[config.mk]
export PLATFORM = sky130hd
export DESIGN_NAME = pipe_a_flat
export DESIGN_NICKNAME = d
export VERILOG_FILES = /design/src/rtl/pipe_a_if.sv /design/src/rtl/pipe_a.sv /design/src/flat_wrapper.sv
export SDC_FILE = /design/constraint.sdc
export NUM_CORES = 1
export LEC_CHECK = 0
export BUFFER_PORTS_ARGS = -buffer_cell sky130_fd_sc_hd__buf_4
export CAP_MARGIN = 25
export CORE_MARGIN = 2
export CORE_UTILIZATION = 63
export CTS_CLUSTER_SIZE = 8
export DETAILED_ROUTE_END_ITERATION = 10
export PLACE_DENSITY = 0.86
export SYNTH_ARGS = -nofsm -noshare
export SYNTH_HDL_FRONTEND = slang
export SYNTH_SLANG_ARGS = --single-unit
[constraint.sdc]
create_clock -name clk1 -period 13.6 [get_ports clk1]
set_input_delay 1.36 -clock clk1 [delete_from_list [all_inputs] [get_ports clk1]]
set_output_delay 1.36 -clock clk1 [all_outputs]
set_load 0.1 [all_outputs]
[src/rtl/pipe_a_if.sv]
// pipe_a_if: operation/result bundle for the pipe_a ALU pipeline.
//   rs1, rs2 : source register indices (4b)
//   rd       : destination register index (4b)
//   func     : ALU function code (4b)
//   addr     : data-memory store address (8b)
//   Z        : registered ALU result from the execute stage (16b)
// master drives the operation and observes Z; slave is the pipeline.
interface pipe_a_if;
    logic [3:0]  rs1;
    logic [3:0]  rs2;
    logic [3:0]  rd;
    logic [3:0]  func;
    logic [7:0]  addr;
    logic [15:0] Z;

    modport master (
        output rs1, rs2, rd, func, addr,
        input  Z
    );

    modport slave (
        input  rs1, rs2, rd, func, addr,
        output Z
    );
endinterface

[src/rtl/pipe_a.sv]
// pipe_a: four-stage register-to-register ALU pipeline.
//   issue/read -> execute -> writeback (regbank) -> store (mem)
// Ports:
//   clk1 : system clock, rising-edge active
//   rst  : asynchronous active-high reset
//   bus  : pipe_a_if.slave (rs1, rs2, rd, func, addr in; Z out)
// No valid bits, stalls or forwarding: every stage acts every cycle, so
// reset bubbles write regbank[0] and mem[0] with zero as they drain.
module pipe_a (
    input  logic     clk1,
    input  logic     rst,
    pipe_a_if.slave  bus
);
    localparam int unsigned DW   = 16;
    localparam int unsigned RW   = 4;
    localparam int unsigned AW   = 8;
    localparam int unsigned NREG = 16;
    localparam int unsigned NMEM = 256;

    logic [DW-1:0] regbank [0:NREG-1];
    logic [DW-1:0] mem     [0:NMEM-1];

    // Stage 1 latches
    logic [DW-1:0] a_q, b_q;
    logic [RW-1:0] rd1_q, func_q;
    logic [AW-1:0] addr1_q;
    // Stage 2 latches
    logic [DW-1:0] z_q, z_d;
    logic [RW-1:0] rd2_q;
    logic [AW-1:0] addr2_q;
    // Stage 3 latches
    logic [DW-1:0] z3_q;
    logic [AW-1:0] addr3_q;

    // ALU, unsigned, results wrap modulo 2^16
    always_comb begin
        z_d = '0;
        case (func_q)
            4'd0:    z_d = a_q + b_q;
            4'd1:    z_d = a_q - b_q;
            4'd2:    z_d = a_q * b_q;
            4'd3:    z_d = a_q;
            4'd4:    z_d = b_q;
            4'd5:    z_d = a_q & b_q;
            4'd6:    z_d = a_q | b_q;
            4'd7:    z_d = a_q ^ b_q;
            4'd8:    z_d = ~a_q;
            4'd9:    z_d = ~b_q;
            4'd10:   z_d = a_q >> 1;
            4'd11:   z_d = a_q << 1;
            default: z_d = '0;
        endcase
    end

    // Pipeline latches; reset flushes all in-flight operations
    always_ff @(posedge clk1 or posedge rst) begin
        if (rst) begin
            a_q     <= '0;
            b_q     <= '0;
            rd1_q   <= '0;
            func_q  <= '0;
            addr1_q <= '0;
            z_q     <= '0;
            rd2_q   <= '0;
            addr2_q <= '0;
            z3_q    <= '0;
            addr3_q <= '0;
        end else begin
            // Reads see the pre-edge regbank: a same-edge writeback is not forwarded
            a_q     <= regbank[bus.rs1];
            b_q     <= regbank[bus.rs2];
            rd1_q   <= bus.rd;
            func_q  <= bus.func;
            addr1_q <= bus.addr;
            z_q     <= z_d;
            rd2_q   <= rd1_q;
            addr2_q <= addr1_q;
            z3_q    <= z_q;
            addr3_q <= addr2_q;
        end
    end

    // Register bank: reset to identity (regbank[k] = k), writeback from stage 3
    always_ff @(posedge clk1 or posedge rst) begin
        if (rst) begin
            for (int k = 0; k < NREG; k++) begin
                regbank[k] <= DW'(k);
            end
        end else begin
            regbank[rd2_q] <= z_q;
        end
    end

    // Data memory is not reset; stage 4 stores every cycle
    always_ff @(posedge clk1) begin
        mem[addr3_q] <= z3_q;
    end

    assign bus.Z = z_q;

endmodule

[src/flat_wrapper.sv]
// flat-port wrapper written by rule: the top's interface ports become plain ports
module pipe_a_flat 
  (clk1, rst, bus_rs1, bus_rs2, bus_rd, bus_func, bus_addr, bus_Z);
  pipe_a_if bus_i ();
  input  logic clk1;
  input  logic rst;
  input wire logic [$bits(bus_i.rs1)-1:0] bus_rs1;
  input wire logic [$bits(bus_i.rs2)-1:0] bus_rs2;
  input wire logic [$bits(bus_i.rd)-1:0] bus_rd;
  input wire logic [$bits(bus_i.func)-1:0] bus_func;
  input wire logic [$bits(bus_i.addr)-1:0] bus_addr;
  output wire logic [$bits(bus_i.Z)-1:0] bus_Z;
  assign bus_i.rs1 = bus_rs1;
  assign bus_i.rs2 = bus_rs2;
  assign bus_i.rd = bus_rd;
  assign bus_i.func = bus_func;
  assign bus_i.addr = bus_addr;
  assign bus_Z = bus_i.Z;
  pipe_a u_core (.clk1(clk1), .rst(rst), .bus(bus_i));
endmodule
-- Word level (Yosys, flattened, before mapping)
Index checks and enable logic that the tools add are counted.
- bits in registers: 316
- bits of input ports: 26
- logic and storage cells: 60
- output and inout bits: 16
- mux-type cells: 10
- eq/ne operators: 11
- bitwise gates (word level): 8
- order comparisons: 4
- reductions and logical operators: 2
- $mul: 1
- add/subtract/negate cells: 2
- operators by type and width (cell ; number):
    256-bit bitwise mux ; 1
    16-bit one-hot mux with 12 select lines ; 1
    16-bit binary-select mux with 4-bit select ; 2
    16-bit two-way mux ; 5
    16-bit demux with 4-bit select ; 1
    16-bit inverter ; 2
    16-bit adder ; 1
    16-bit bitwise AND ; 1
    4-bit by 3-bit == test with 1-bit output, second input constant ; 4
    4-bit == test, second input constant ; 4
    16-bit by 16-bit multiplier with 16-bit output ; 1
    16-bit bitwise OR ; 1
    16-bit subtractor ; 1
    16-bit bitwise XOR ; 1
    5-bit >= comparator, second input constant ; 3
    4-bit inverter with 5-bit output ; 3
    4-bit by 2-bit == test with 1-bit output, second input constant ; 2
    5-bit by 1-bit < comparator with 1-bit output, second input constant ; 1
    4-bit by 1-bit == test with 1-bit output, second input constant ; 1
    4-bit zero test ; 1
    1-bit logical AND ; 1

-- Longest topological paths before layout
- depth after elaboration: 6
- gate-level depth with buffers: 22
- gate-level depth less buffers: 20

-- Least setup slack after synthesis
Ideal clock, no wire load.
- path kind: register -> register
- start point: register u_core.b_q[1]
- end point: register u_core.z_q[15], in the netlist u_core.bus.Z[15]
- setup time: 0.126 ns
- clock period less this slack: 5.549 ns
- slack: 8.051 ns
- arrival time: 5.423 ns
- cell stages (with the launch flop): 21
- required time: 13.474 ns
- path buffers: 2
- path through: dfrtp_1 -> buf_2 -> inv_1 -> clkbuf_1 -> nor2_1 -> fa_1 -> inv_1 -> fa_1 -> inv_1 -> fa_1 -> fa_1 -> inv_1 -> fa_1 -> fa_1 -> xnor2_1 -> xnor2_1 -> xnor2_1 -> xnor2_1 -> xnor3_1 -> xnor2_1 -> a221o_1
- word-level cells in the longest chain between the ends: 2
- elaborated cells between the ends (all ways): 4
- classes of those cells: add/sub (2); mul (1); mux (1)
- ends and longest elaborated chain (what ; RTL line ; text):
    from (decl) ; pipe_a.sv:24 ; logic [DW-1:0] a_q, b_q;
    from (signal assigned) ; pipe_a.sv:71 ; b_q <= regbank[bus.rs2];
    16-bit by 16-bit multiplier with 16-bit output (tied with other cells) ; pipe_a.sv:41 ; 4'd2: z_d = a_q * b_q;
    16-bit one-hot mux with 12 select lines (*) ; pipe_a.sv:38 ; case (func_q)
    named net u_core.z_d[15] ; pipe_a.sv:28 ; logic [DW-1:0] z_q, z_d;
    to (signal assigned) ; pipe_a.sv:75 ; z_q <= z_d;
    to (decl) ; pipe_a.sv:28 ;
Mark *: on every way through the listed nets, which the timed path passes. The rest lies on a longest branch.

-- Worst setup path in the final report
- start point: register u_core.b_q[2]
- end point: register u_core.z_q[10], in the netlist u_core.bus.Z[10]
Same word-level chain as after synthesis.

==> summary.txt <==
Status: finished, final reports clean
CP startpoint: u_core.b_q[2]
H-tree levels: 2
Post-DR vias/cell: 6.92
Post-synthesis adder-cell area fraction: 0.133
Multi-input logic area: 12,400 um2
Wire per inst: 27.8 um
Post-synthesis simple-gate area fraction: 0.0591
Met1 track demand over resource: 0.440
Synth Flop Type: dfrtp_1
Worst EP required: 13,940 ps
Compound-cell area share of the yosys netlist: 0.0529
Async S/R FF share, synth: 1.00
Worst setup endpoint: u_core.bus.Z[10]
Cell count after synthesis: 1,692
Final nets: 1,876
Worst EP arrival: 7100 ps
Post-synth EDFFs: 0
Initial antenna violation count: 1
Routability cong.: 0.983
ANT cells: 0
Row cnt: 67
Max cap viols: 0
Post-route clock skew: 16.6 ps
Worst Reg-to-Reg Cells: 18
Final WL: 59,400 um
RSZ-0062 raised after global routing: no
Met2 global-route usage: 0.544
Seq/Total Area, Yosys: 0.372
Largest cells by area after synthesis: dfrtp_1 (33%), mux4_2 (17%), mux2_2 (13%)
# fillers: 2,160
Iter 0 DRT Violations: 1,652
CTS root buffer: clkbuf_16
Least-Margin Pin Slew: 1190 ps
Post-synthesis xor/xnor area fraction: 0.0260
Hold Path Class: reg2reg
Longest Clk Path Bufs: 3
Met3 Use GR: 0.0775
Synthesized area: 21,400 um2
Tcrit/Tclk final: 0.497
Post-CTS Hold Buffers: 0
# resized after CTS: 0
Crit Path Class: reg2reg
Cell taking the most area after synthesis: dfrtp_1
Mux contribution to synthesized area: 0.306
Non-Filler Instances: 2,138
Max-Slew Margin vs Limit: 0.210
CP Launch Type: flop
Vias in the first global route: 15,700
YS warnings: 0
Core area: 33,400 um2
Reg-to-Reg End: u_core.bus.Z[10]
Count of cell types in the netlist: 64
Tot GR Track Use: 0.347
DR DRC count: 0
Final-report hold violation count: 0
Dpl cells: 2,071
Max-slew violations: 0
Peak Freq: 148 MHz
Reg area: 7950 um2
Initial core utilization: 0.639
CTS tree: yes
TritonCTS Buffers: 45
Count of input and output buffers: 33
CP endpoint kind: flop
Clk sinks: 316
Most numerous cell in the Yosys netlist: dfrtp_1
Setup violations, final: 0
Minimum clock period after layout: 6760 ps
Gr ovfl total: 0
Via Count: 14,800
Postcts setup bufs: 0
Synth top cells by count: dfrtp_1 (284), mux2_2 (256), mux4_2 (160)
Area grow syn2layout: 8.35%
DIE WIDTH: 188 um
Die area: 35,400 um2
Global-route wire length before repair: 92,300 um
Fin Setup TNS: 0 ps
Layout cells sized above 1: 0.346
Net count after synthesis: 1,896
Skew-Pair Late Insertion Delay: 540 ps
Mean Syn Cell Area: 12.6 um2
DRT Pass-1 Iters: 6
R2R Path Start: u_core.b_q[2]
Clock transition at path regs: 50 ps
GR peak layer: met2
Post-synth top area share: 0.332
Main combinational cell family by area after synthesis: multiplexers
Crit-path max FO: 13
Largest net degree at the start of global routing: 190
Antenna Nets Post-Route: 0
R2R setup slack: 6840 ps
Estimated wirelength of the detail-placed design: 37,900 um
Seq cells post-synth: 316
Number of top-level pins: 42
Die height: 188 um
## final cells by class
type,instances,area share
multi-input combinational,1103,0.535
sequential,316,0.343
clock buffer,65,0.0527
inverter,149,0.0245
tap,448,0.0242
timing repair buffer,57,0.0204
## how the worst min path moves through the flow
stage                          startpoint              end  slack [ps]  cells past startpoint
after floorplan           u_core.rd1_q[0]  u_core.rd2_q[0]         330                      0
final                     u_core.rd1_q[2]  u_core.rd2_q[2]         340                      0
after global placement    u_core.rd1_q[2]  u_core.rd2_q[2]         330                      0
after detailed placement  u_core.rd1_q[2]  u_core.rd2_q[2]         340                      0
after global routing      u_core.rd1_q[2]  u_core.rd2_q[2]         350                      0
after CTS                 u_core.rd1_q[2]  u_core.rd2_q[2]         350                      0
## cells by family after synthesis
logic type	after synthesis
DFF	316
adders and majority gates	178
muxes	422
AOI/OAI and AO/OA	156
buffers and inverters	273
and+or+nand+nor	285
xor gates and xnor gates	62
## placed cells by master, fill, tap and decap left out, types with 10 or more instances in the layout
cell type  synthesis  routed
a21oi_1           38      38
a22oi_1           10      10
buf_4              2      54
clkbuf_1          56      18
clkbuf_16          0      45
dfrtp_1          284     284
dfstp_2           32      32
fa_1              81      81
ha_1              97      97
inv_1            142     141
mux2_2           256     256
mux4_2           160     160
nand2_1           91      91
nand2b_1          12      12
nand3_1           10      10
nor2_1           121     117
nor3_1            11      10
o21ai_0           25      25
xnor2_1           47      47
xor2_1            14      14
## registers in the layout, summed over array words and instances, names as in the netlist
name / flops
u_core.b_q: 16
u_core.rd2_q: 4
u_core.a_q: 16
u_core.bus.Z: 16
u_core.func_q: 4
u_core.regbank: 256
u_core.rd1_q: 4
## metrics by stage
stage | cell area (um2) | utilization | hold slack, ps | setup slack, ps
after floorplan | 21400 | - | 331 | 3550
after global routing | 23200 | 0.692 | 352 | 6850
after CTS | 23100 | 0.691 | 345 | 7070
final | 23200 | 0.692 | 340 | 6840
after global placement | 21900 | 0.655 | 335 | 7240
after detailed placement | 21900 | 0.655 | 336 | 7090
## routing by layer
layer,share of wire,up-vias
li1,-,6015
met1,0.36,7614
met2,0.48,911
met3,0.094,259
met4,0.063,0
met5,0,-
## critical path, stage by stage (launching register included)
cell and delay (ps):
dfrtp_1 750, clkinv_1 470, nor2_1 270, fa_1 480
fa_1 490, ha_1 200, fa_1 470, inv_1 50
fa_1 500, fa_1 510, inv_1 50, ha_1 220
or3_1 370, o21ai_0 90, a21oi_1 90, a21oi_1 220
xnor2_1 120, a2111oi_0 930, o21ai_0 270
Power is left out: the tool's default activity adds up to more than one toggle a clock period on the data nets, which glitch-free logic cannot reach.
